## src/rtl/fetch_unit.sv

```systemverilog
// Instruction fetch unit: one outstanding memory read, a decode holding register
// and a one-entry skid buffer, with flush redirect and misaligned-PC detection.
module fetch_unit #(
    parameter logic [31:0] RESET_PC = 32'h0000_3000
) (
    input  logic        clk,
    input  logic        reset,
    input  logic [31:0] PC,
    output logic        PC_EN,
    input  logic        flush,
    output logic        imem_req,
    output logic [31:0] imem_addr,
    input  logic        imem_rvalid,
    input  logic [31:0] imem_rdata,
    output logic [31:0] IR_D,
    output logic [31:0] PC4_D,
    output logic        valid_D,
    input  logic        stall_D,
    output logic        adel_D
);

    typedef enum logic [1:0] {
        S_REQ  = 2'd0,
        S_WAIT = 2'd1,
        S_FULL = 2'd2
    } state_t;

    state_t      state_r;
    state_t      state_s;
    logic        drop_r;
    logic        drop_s;

    logic        valid_r;
    logic [31:0] ir_r;
    logic [31:0] pc4_r;
    logic        adel_r;
    logic        skid_vld_r;
    logic [31:0] skid_ir_r;
    logic [31:0] skid_pc4_r;
    logic        skid_adel_r;

    logic        xfer_s;
    logic        out_free_s;
    logic        slot_free_s;
    logic        misal_s;
    logic        acc_s;
    logic [31:0] acc_ir_s;
    logic        acc_adel_s;
    logic        pc_en_s;
    logic        req_s;
    logic        valid_nxt_s;
    logic        skid_nxt_s;

    assign xfer_s      = valid_r & ~stall_D;
    assign out_free_s  = ~valid_r | xfer_s;
    assign slot_free_s = out_free_s | ~skid_vld_r;
    assign misal_s     = (PC[1:0] != 2'b00);

    // State register and drop flag
    always_ff @(posedge clk or negedge reset) begin
        if (!reset) begin
            state_r <= S_REQ;
            drop_r  <= 1'b0;
        end else begin
            state_r <= state_s;
            drop_r  <= drop_s;
        end
    end

    // Output decode: request, PC enable and the word accepted this cycle
    always_comb begin
        acc_s      = 1'b0;
        acc_ir_s   = 32'h0000_0000;
        acc_adel_s = 1'b0;
        pc_en_s    = 1'b0;
        req_s      = 1'b0;
        case (state_r)
            S_REQ: begin
                if (flush) begin
                    pc_en_s = 1'b1;
                end else if (slot_free_s && misal_s) begin
                    acc_s      = 1'b1;
                    acc_adel_s = 1'b1;
                    pc_en_s    = 1'b1;
                end else if (slot_free_s) begin
                    req_s = 1'b1;
                end else begin
                    req_s = 1'b0;
                end
            end
            S_WAIT: begin
                if (flush) begin
                    pc_en_s = 1'b1;
                end else if (imem_rvalid && !drop_r) begin
                    acc_s    = 1'b1;
                    acc_ir_s = imem_rdata;
                    pc_en_s  = 1'b1;
                end else begin
                    pc_en_s = 1'b0;
                end
            end
            S_FULL: begin
                if (flush) begin
                    pc_en_s = 1'b1;
                end else begin
                    pc_en_s = 1'b0;
                end
            end
            default: begin
                pc_en_s = 1'b0;
            end
        endcase
    end

    // Occupancy of output register and skid buffer after this edge
    always_comb begin
        valid_nxt_s = 1'b0;
        skid_nxt_s  = 1'b0;
        if (flush) begin
            valid_nxt_s = 1'b0;
            skid_nxt_s  = 1'b0;
        end else if (out_free_s) begin
            valid_nxt_s = skid_vld_r | acc_s;
            skid_nxt_s  = skid_vld_r & acc_s;
        end else begin
            valid_nxt_s = 1'b1;
            skid_nxt_s  = skid_vld_r | acc_s;
        end
    end

    // Next-state logic; a flush with no response pending marks the in-flight word for discard
    always_comb begin
        state_s = state_r;
        drop_s  = drop_r;
        case (state_r)
            S_REQ: begin
                if (req_s) begin
                    state_s = S_WAIT;
                end else if (valid_nxt_s && skid_nxt_s) begin
                    state_s = S_FULL;
                end else begin
                    state_s = S_REQ;
                end
            end
            S_WAIT: begin
                if (imem_rvalid) begin
                    drop_s  = 1'b0;
                    state_s = (valid_nxt_s && skid_nxt_s) ? S_FULL : S_REQ;
                end else if (flush) begin
                    drop_s  = 1'b1;
                    state_s = S_WAIT;
                end else begin
                    state_s = S_WAIT;
                end
            end
            S_FULL: begin
                if (valid_nxt_s && skid_nxt_s) begin
                    state_s = S_FULL;
                end else begin
                    state_s = S_REQ;
                end
            end
            default: begin
                state_s = S_REQ;
                drop_s  = 1'b0;
            end
        endcase
    end

    // Decode holding register and skid buffer; the skid entry always drains first
    always_ff @(posedge clk or negedge reset) begin
        if (!reset) begin
            valid_r     <= 1'b0;
            ir_r        <= 32'h0000_0000;
            pc4_r       <= RESET_PC;
            adel_r      <= 1'b0;
            skid_vld_r  <= 1'b0;
            skid_ir_r   <= 32'h0000_0000;
            skid_pc4_r  <= 32'h0000_0000;
            skid_adel_r <= 1'b0;
        end else if (flush) begin
            valid_r    <= 1'b0;
            skid_vld_r <= 1'b0;
        end else if (out_free_s) begin
            if (skid_vld_r) begin
                valid_r    <= 1'b1;
                ir_r       <= skid_ir_r;
                pc4_r      <= skid_pc4_r;
                adel_r     <= skid_adel_r;
                skid_vld_r <= acc_s;
                if (acc_s) begin
                    skid_ir_r   <= acc_ir_s;
                    skid_pc4_r  <= PC + 32'd4;
                    skid_adel_r <= acc_adel_s;
                end
            end else if (acc_s) begin
                valid_r <= 1'b1;
                ir_r    <= acc_ir_s;
                pc4_r   <= PC + 32'd4;
                adel_r  <= acc_adel_s;
            end else begin
                valid_r <= 1'b0;
            end
        end else if (acc_s) begin
            skid_vld_r  <= 1'b1;
            skid_ir_r   <= acc_ir_s;
            skid_pc4_r  <= PC + 32'd4;
            skid_adel_r <= acc_adel_s;
        end
    end

    assign PC_EN     = pc_en_s & reset;
    assign imem_req  = req_s & reset;
    assign imem_addr = PC;
    assign IR_D      = ir_r;
    assign PC4_D     = pc4_r;
    assign valid_D   = valid_r;
    assign adel_D    = adel_r;

endmodule
```

## config.mk

```make
export PLATFORM = sky130hd
export DESIGN_NAME = fetch_unit
export DESIGN_NICKNAME = d
export VERILOG_FILES = /design/src/rtl/fetch_unit.sv
export SDC_FILE = /design/constraint.sdc
export NUM_CORES = 1
export LEC_CHECK = 0
export CORE_ASPECT_RATIO = 1.2
export CORE_MARGIN = 2
export CORE_UTILIZATION = 35
export CTS_CLUSTER_SIZE = 12
export DETAILED_ROUTE_END_ITERATION = 12
export PLACE_DENSITY = 0.62
export SLEW_MARGIN = 30
export SYNTH_ARGS = -nofsm -noshare
export SYNTH_HDL_FRONTEND = slang
export SYNTH_SLANG_ARGS = --single-unit
```

## constraint.sdc

```tcl
create_clock -name clk -period 2.95 [get_ports clk]
set_clock_uncertainty 0.15 [all_clocks]
set_input_delay 0.295 -clock clk [delete_from_list [all_inputs] [get_ports clk]]
set_output_delay 0.295 -clock clk [all_outputs]
set_load 0.01 [all_outputs]
```

==> results.cfg, run 1 <==
[run_status]
status = finished clean

[power]
p_per_area_mw_per_mm2 = 721
clkPwrFrac_pct = 31.2
comb_power_share_pct = 26.9
power.total_w = 0.00651
p_leak_nw = 3.66
switching_share_pct = 30.6
seqPwrFrac_pct = 41.8
power_switching_w = 0.00200
ir_drop_uv = 414
p_int_w = 0.00452

[detailed_routing]
wl_um = 17400
drc = 0
post_drt_wl_per_cell_um = 15.3
viasPerCell = 4.86
drtIter0Drc = 340
ant_nets = 0
via_count = 5545
first_pass_iters = 5

[floorplanning]
fp.coreArea_mm2 = 0.0186
floorplan.initialDensity_pct = 35.3
fp.dieW_um = 129
placementRows = 55
fp.dieH_um = 154
num_io_pins = 169
die-area_mm2 = 0.0200

[worst_setup_path]
slowest_delay_ns = 0.53
slowest_stage = clkdlybuf4s50_1
crit_cells = 6
crit_chain = clkdlybuf4s50_1 > or2_0 > nor4bb_1 > buf_4 > and2_1 > clkdlybuf4s50_1
cp_top_family = buffers and inverters
crit_fanout = 4
crit_type = in -> out
start_kind = primary input
worstPathArrival_ns = 2.31
worstSetupEndpointType = output pin
cp.required_ns = 2.51
crit_top_cell = clkdlybuf4s50_1
reg2regPathDepth = 4
critPathBufInv = 3

[grt]
grt_remaining_overflow = 0
grt_pass1_wl_um = 28300
grt_pass1_vias = 5381
antenna_found_initial = 0
grtUsageTotal_pct = 18.1
grt_start_max_net_pins = 114

[timing]
timing.final.crit_period_ns = 2.76
tns_ns = 0
hold_viol_final = 0
maxSlewHeadroom_pct = 58.6
period_share_pct = 93.5
slew_violations = 0
holdWs_ns = 0.162
grt_setup_unrepaired = false
worstMarginPinSlew_ns = 0.621
setup_viol = 0
clock.fmax_ghz = 0.362

[synthesis]
synth-seq-area-share_pct = 51.3
ys_types = 47
synth-main-ff-cell = dfrtp_1
avgSynthCellArea_um2 = 8.97
yosys.area.top_type = dfrtp_1
syn_inst = 735
syn-cell-area_mm2 = 0.00659
synth_nets = 805
netlist.area_leader.share_pct = 50.5
synth-seq-cells = 135
yosys-top-cells-area = dfrtp_1 (50%), nand3_1 (5.4%), o21ai_0 (4.8%), nor2_1 (4.5%), a21oi_1 (4.4%)
synth_warnings = 0
async_reset_ff_share_pct = 100
synth_edf_count = 0

[place]
hpwl_um = 11900
io_buffers = 168
placed_cell_area_mm2 = 0.00845
gp_congestion = 0.780

[run]
drv_cap = 0

[cts]
cts_tree = yes
cts_buffers = 17
cts.sinks = 135
cts_setup_buffers = 0
clk_pin_slew_worst_paths_ns = 0.06
cts_buffer_depth = 2
clock_latency_ns = 0.41
cts_resized = 0
root_buffer = clkbuf_16
cts.htree.levels = 4

[worst_hold_path]
min_path_type = in -> async

[final_layout]
nNetsFinal = 943
post-route-util_pct = 48.4
final_cell_mix = clkdlybuf4s50_1 (167), dfrtp_1 (132), nor2_1 (79), nand3_1 (71), nand2_1 (65)
final_layout_size_suffix_gt1_share_pct = 8.80
final_common_cell = clkdlybuf4s50_1
antenna_cells = 0
area_growth_pct = 37.0
design_area_mm2 = 0.00903
==> worst paths after layout <==
| path | startpoint | endpoint | slack [ns] |
|---|---|---|---|
| min in group clk | PC4_D[7] | PC4_D[7] | 0.33 |
| max in group asynchronous | reset | skid_vld_r | 1.61 |
| worst min register to register | PC4_D[7] | PC4_D[7] | 0.33 |
| worst min-delay path | reset | state_r[0] | 0.16 |
| worst max-delay path | PC[0] | imem_req | 0.19 |
| worst max register to register | skid_vld_r | PC4_D[13] | 0.72 |
==> cells in the mapped netlist, types with 4 or more instances <==
library cell and count:
inv_1 39, o21ai_0 63, a31oi_1 28, nand3_1 71
nand4_1 7, buf_2 10, dfrtp_1 133, nor2_1 79
a22oi_1 5, a211oi_1 4, xnor2_1 10, and3_1 21
nor4_1 5, mux2i_1 6, clkbuf_1 34, xor2_1 16
a21oi_1 58, nand2_1 65, a21o_1 6, mux2_2 5
buf_4 36
==> per-stage QoR <==
step | cells | setup WS [ns]
after detailed placement | 1109 | 0.123
after global routing | 1142 | 0.0743
after CTS | 1142 | 0.178
after floorplan | 735 | 0.919
after global placement | 1109 | 0.145
final | 1142 | 0.191
==> logic make-up after synthesis <==
kind of cell	share of synthesized area, %
and+or+nand+nor	19.1
AOI/OAI and AO/OA	14.9
DFF	51.3
buffers and inverters	9.07
xor gates and xnor gates	3.45
muxes	1.77
adders and majority gates	0.342
==> flip-flops by register name (all words and copies together), names as in the netlist <==
name         cells
drop_r           1
skid_pc4_r      32
IR_D            32
skid_vld_r       1
skid_ir_r       32
skid_adel_r      1
valid_D          1
PC4_D           32
state_r          2
adel_D           1
==> what timing repair did <==
action | CTS | global route
endpoints found under the hold margin | 22 | 0
hold buffers | 1 | 0
endpoints found under the setup margin | 0 | 0
==> routing by layer <==
| layer | vias to the layer above | GRT usage, % | wire [um] |
|---|---|---|---|
| met5 | - | 0 | 0 |
| met4 | 0 | 6.83 | 340 |
| met3 | 21 | 3.42 | 754 |
| met2 | 143 | 29.8 | 8530 |
| met1 | 2606 | 23.7 | 7800 |
| li1 | 2775 | - | - |
==> final cells by class <==
class / instances / area, um2
fill: 1787 / 9620
sequential: 135 / 3380
timing repair buffer: 199 / 1980
tap: 256 / 320
clock inverter: 15 / 140
clock buffer: 17 / 425
multi-input combinational: 480 / 2630
inverter: 40 / 150
==> power by group through the flow <==
stage | Clock, W | Combinational, W | Sequential, W
after floorplan | 0 | 0.000739 | 0.00281
after global placement | 0 | 0.00175 | 0.00274
after detailed placement | 0 | 0.00177 | 0.00276
after CTS | 0.00207 | 0.00178 | 0.00273
after global routing | 0.00216 | 0.00194 | 0.00279
final | 0.00203 | 0.00175 | 0.00272
No activity file was read; power rests on OpenSTA's default activity.
==> run 2, diff against run 1 <==
--- a/config.mk
+++ b/config.mk
@@ -6,7 +6,7 @@
 export NUM_CORES = 1
 export LEC_CHECK = 0
 export CORE_ASPECT_RATIO = 1.2
-export CORE_MARGIN = 2
+export CORE_MARGIN = 4
 export CORE_UTILIZATION = 35
 export CTS_CLUSTER_SIZE = 12
 export DETAILED_ROUTE_END_ITERATION = 12
==> results.cfg, run 2 (synthesized netlist as in run 1, its figures left out) <==
[timing]
hold_viol_final = 0
period_share_pct = 94.6
setup_viol = 0
timing.final.crit_period_ns = 2.79
slew_violations = 0
tns_ns = 0
grt_setup_unrepaired = false
clock.fmax_ghz = 0.358
worstMarginPinSlew_ns = 0.529
maxSlewHeadroom_pct = 64.8
fin_ws_ns = 0.160

[grt]
grt_pass1_wl_um = 28900
grt_remaining_overflow = 0
grt_start_max_net_pins = 57
grt_pass1_vias = 5601
antenna_found_initial = 0
grtUsageTotal_pct = 17.2

[place]
dp_slack_ns = 0.135
placed_cells = 1106
gp_congestion = 0.780
io_buffers = 168
hpwl_um = 12200

[floorplanning]
num_io_pins = 169
die-area_mm2 = 0.0211
fp.dieW_um = 133
fp.coreArea_mm2 = 0.0184
fp.dieH_um = 158
floorplan.initialDensity_pct = 35.9
placementRows = 54

[power]
clkPwrFrac_pct = 32.5
ir_drop_uv = 397
p_per_area_mw_per_mm2 = 732
power.total_w = 0.00663
seqPwrFrac_pct = 41.1
power_switching_w = 0.00195
p_leak_nw = 3.67
comb_power_share_pct = 26.4
p_int_w = 0.00467
switching_share_pct = 29.5

[detailed_routing]
drc = 0
ant_nets = 0
post_drt_wl_per_cell_um = 15.4
wl_um = 17500
viasPerCell = 4.87
drtIter0Drc = 285
via_count = 5546
first_pass_iters = 4

[run]
drv_cap = 0

[cts]
clock_latency_ns = 0.42
cts_tree = yes
clk_pin_slew_worst_paths_ns = 0.06
ctsHoldBuffers = 1
cts_resized = 0
cts_buffers = 17
cts_buffer_depth = 2
cts.sinks = 135
cts.htree.levels = 4
root_buffer = clkbuf_16
cts_setup_buffers = 0

[run_status]
status = finished clean

[final_layout]
regArea_mm2 = 0.00338
fill_cells = 1766
final_layout_size_suffix_gt1_share_pct = 8.91
final_cell_mix = clkdlybuf4s50_1 (167), dfrtp_1 (132), nor2_1 (79), nand3_1 (71), nand2_1 (65)
antenna_cells = 0
nNetsFinal = 944
fin_cells = 1139
multi_input_area_mm2 = 0.00263
final_common_cell = clkdlybuf4s50_1
area_growth_pct = 37.2
post-route-util_pct = 49.2

[worst_setup_path]
ff2ff_setup_slack_ns = 0.68
cp.required_ns = 2.51
worstPathArrival_ns = 2.34
start_kind = primary input
reg2regPathDepth = 7
worstSetupEndpointType = output pin
crit_fanout = 4
timing.rr.end = skid_pc4_r[21]
reg2reg_from = state_r[1]
crit_type = in -> out

[worst_hold_path]
min_path_type = in -> async
run 2: cell count changes in the layout (fill, tap and decap cells not counted):
cell / change
inv_6: -6
clkinv_2: +1
buf_4: +3
buf_12: -2
clkbuf_8: +4
bufinv_16: +1
run 2: power by group through the flow:
stage / sequential (W) / combinational [W] / clock [W]
after floorplan: 0.00281 / 0.000739 / 0
after global placement: 0.00274 / 0.00175 / 0
after detailed placement: 0.00275 / 0.00177 / 0
after CTS: 0.00272 / 0.00178 / 0.00219
after global routing: 0.00280 / 0.00195 / 0.00228
final: 0.00272 / 0.00175 / 0.00215
run 2: worst max-delay path: stages:
cell,delay [ns]
clkdlybuf4s50_1,0.45
or2_0,0.37
nor4bb_1,0.48
and2_1,0.21
clkdlybuf4s50_1,0.54
run 2: metrics by stage:
| stage | hold slack (ns) | instance area [um2] |
|---|---|---|
| after floorplan | -0.151 | 6590 |
| after global placement | 0.0569 | 8430 |
| after detailed placement | 0.0553 | 8430 |
| after CTS | 0.177 | 9040 |
| after global routing | 0.210 | 9040 |
| final | 0.173 | 9040 |
run 2: worst max-delay path by stage:
stage | slack, ns | endpoint | start
2_1_floorplan | 0.92 | skid_pc4_r[0] | state_r[1]
3_3_place_gp | 0.16 | imem_req | PC[0]
3_5_place_dp | 0.14 | imem_req | PC[0]
4_1_cts | 0.12 | imem_req | PC[0]
5_1_grt | 0.08 | imem_req | PC[0]
6_report | 0.16 | imem_req | PC[0]
run 2: final cells by class:
cell class                 instances  share of cell area (%)
timing repair buffer             200                    21.7
inverter                          40                    1.66
sequential                       135                    37.4
tap                              252                    3.49
clock inverter                    11                    1.36
clock buffer                      21                    5.31
multi-input combinational        480                    29.1
run 2: layer usage:
metal	wire length, um	up-vias	global-route usage (%)
li1	-	2769	-
met1	7980	2622	22.4
met2	8510	137	28.7
met3	789	18	3.54
met4	264	0	6.37
met5	0	-	0
==> run 3, diff against run 2 <==
--- a/config.mk
+++ b/config.mk
@@ -6,7 +6,6 @@
 export NUM_CORES = 1
 export LEC_CHECK = 0
 export CORE_ASPECT_RATIO = 1.2
-export CORE_MARGIN = 4
 export CORE_UTILIZATION = 35
 export CTS_CLUSTER_SIZE = 12
 export DETAILED_ROUTE_END_ITERATION = 12
==> results.cfg, run 3 (synthesized netlist as in run 1, its figures left out) <==
[run_status]
status = finished clean

[timing]
grt_setup_unrepaired = false
period_share_pct = 94.1
slew_violations = 0
clock.fmax_ghz = 0.360
timing.final.crit_period_ns = 2.78
hold_viol_final = 0
setup_viol = 0
maxSlewHeadroom_pct = 58.2
tns_ns = 0
fin_ws_ns = 0.174
worstMarginPinSlew_ns = 0.627

[floorplanning]
fp.dieW_um = 127
floorplan.initialDensity_pct = 36.0
placementRows = 54
die-area_mm2 = 0.0194
fp.coreArea_mm2 = 0.0183
num_io_pins = 169
fp.dieH_um = 152

[cts]
cts_buffers = 17
clk_pin_slew_worst_paths_ns = 0.06
clock_latency_ns = 0.42
cts_buffer_depth = 2
cts_tree = yes
cts.sinks = 135
root_buffer = clkbuf_16
cts_setup_buffers = 0
cts.htree.levels = 4

[worst_setup_path]
worstPathArrival_ns = 2.33
timing.rr.end = state_r[1]
crit_fanout = 4
crit_chain = clkdlybuf4s50_1 > or2_0 > nor4bb_1 > and2_1 > clkdlybuf4s50_1
ff2ff_setup_slack_ns = 0.65
cp_top_family = simple AND/OR/NAND/NOR gates
critPathBufInv = 2
reg2regPathDepth = 6
start_kind = primary input
crit_top_cell = clkdlybuf4s50_1
crit_type = in -> out
reg2reg_from = skid_vld_r
slowest_delay_ns = 0.54
worstSetupEndpointType = output pin
cp.required_ns = 2.51
slowest_stage = clkdlybuf4s50_1

[grt]
grtUsageTotal_pct = 19.0
grt_pass1_wl_um = 28600
grt_pass1_vias = 5422
antenna_found_initial = 0
grt_start_max_net_pins = 102
grt_remaining_overflow = 0

[detailed_routing]
viasPerCell = 4.86
drtIter0Drc = 318
post_drt_wl_per_cell_um = 15.2
wl_um = 17300
via_count = 5560
first_pass_iters = 5
ant_nets = 0
drc = 0

[place]
dp_slack_ns = 0.186
gp_congestion = 0.856
hpwl_um = 11700
io_buffers = 168
placed_cell_area_mm2 = 0.00849

[final_layout]
final_cell_mix = clkdlybuf4s50_1 (167), dfrtp_1 (132), nor2_1 (79), nand3_1 (71), nand2_1 (65)
area_growth_pct = 37.9
final_common_cell = clkdlybuf4s50_1
antenna_cells = 0
post-route-util_pct = 49.6
nNetsFinal = 948
final_layout_size_suffix_gt1_share_pct = 9.20
fill_cells = 1748
design_area_mm2 = 0.00909

[power]
clkPwrFrac_pct = 32.3
comb_power_share_pct = 26.5
p_leak_nw = 3.69
p_per_area_mw_per_mm2 = 727
switching_share_pct = 29.5
power_switching_w = 0.00195
ir_drop_uv = 380
p_int_w = 0.00466
seqPwrFrac_pct = 41.2

[worst_hold_path]
min_path_type = in -> async

[run]
drv_cap = 0
[run 3: changes by cell type in the layout (fill, tap and decap cells not counted)]
cell / before / now
clkbuf_1: 0 / 1
buf_4: 28 / 30
buf_12: 3 / 5
clkinv_4: 2 / 1
inv_6: 0 / 1
clkbuf_8: 4 / 3
[run 3: how the worst max path moves through the flow]
stage	startpoint	endpoint	slack, ns	cells after the start
4_1_cts	PC[0]	imem_req	0.17	5
3_3_place_gp	PC[0]	imem_req	0.20	5
2_1_floorplan	state_r[1]	skid_pc4_r[0]	0.92	6
3_5_place_dp	PC[0]	imem_req	0.19	5
5_1_grt	PC[0]	imem_req	0.03	5
6_report	PC[1]	imem_req	0.17	5
[run 3: area by class of cell]
cell class | count | area [um2] | area share [%]
Sequential cell | 135 | 3380 | 37.2
Clock inverter | 11 | 123 | 1.35
Multi-Input combinational cell | 480 | 2630 | 28.9
Inverter | 40 | 150 | 1.65
Clock buffer | 21 | 470 | 5.18
Tap cell | 252 | 315 | 3.47
Timing Repair Buffer | 204 | 2020 | 22.2
[run 3: through the flow]
| step | power, W | std cells | hold slack [ns] |
|---|---|---|---|
| after floorplan | 0.00355 | 735 | -0.151 |
| after global placement | 0.00449 | 1110 | 0.0711 |
| after detailed placement | 0.00453 | 1110 | 0.0722 |
| after CTS | 0.00669 | 1143 | 0.243 |
| after global routing | 0.00701 | 1143 | 0.257 |
| final | 0.00661 | 1143 | 0.229 |
[run 3: worst register-to-register path: stages (launching register included)]
cell and delay, ns:
dfrtp_2 0.35, buf_4 0.41, clkinv_1 0.23, buf_4 0.35
maj3_1 0.41, nor2_1 0.16, and3b_1 0.18
[run 3: metal layers]
metal  track usage, %  part of all wire, %  vias up  routed length [um]
met3             4.25                  4.4       20                 761
met5                0                    0        -                   0
li1                 -                    -     2779                   -
met4             6.35                  1.5        0                 263
met1             25.0                   47     2626                8090
met2             30.7                   47      135                8210
[run 3: power by group through the flow]
stage          Sequential [W]  Combinational (W)  Clock [W]
5_1_grt               0.00280            0.00195    0.00226
6_report              0.00272            0.00175    0.00213
3_3_place_gp          0.00274            0.00175          0
2_1_floorplan         0.00281           0.000739          0
4_1_cts               0.00273            0.00178    0.00218
3_5_place_dp          0.00275            0.00177          0
[run 3: repair_timing]
item / CTS / global route
hold buffers: 1 / 0
endpoints found under the setup margin: 0 / 0
gates resized for setup: 0 / 0
endpoints found under the hold margin: 34 / 0
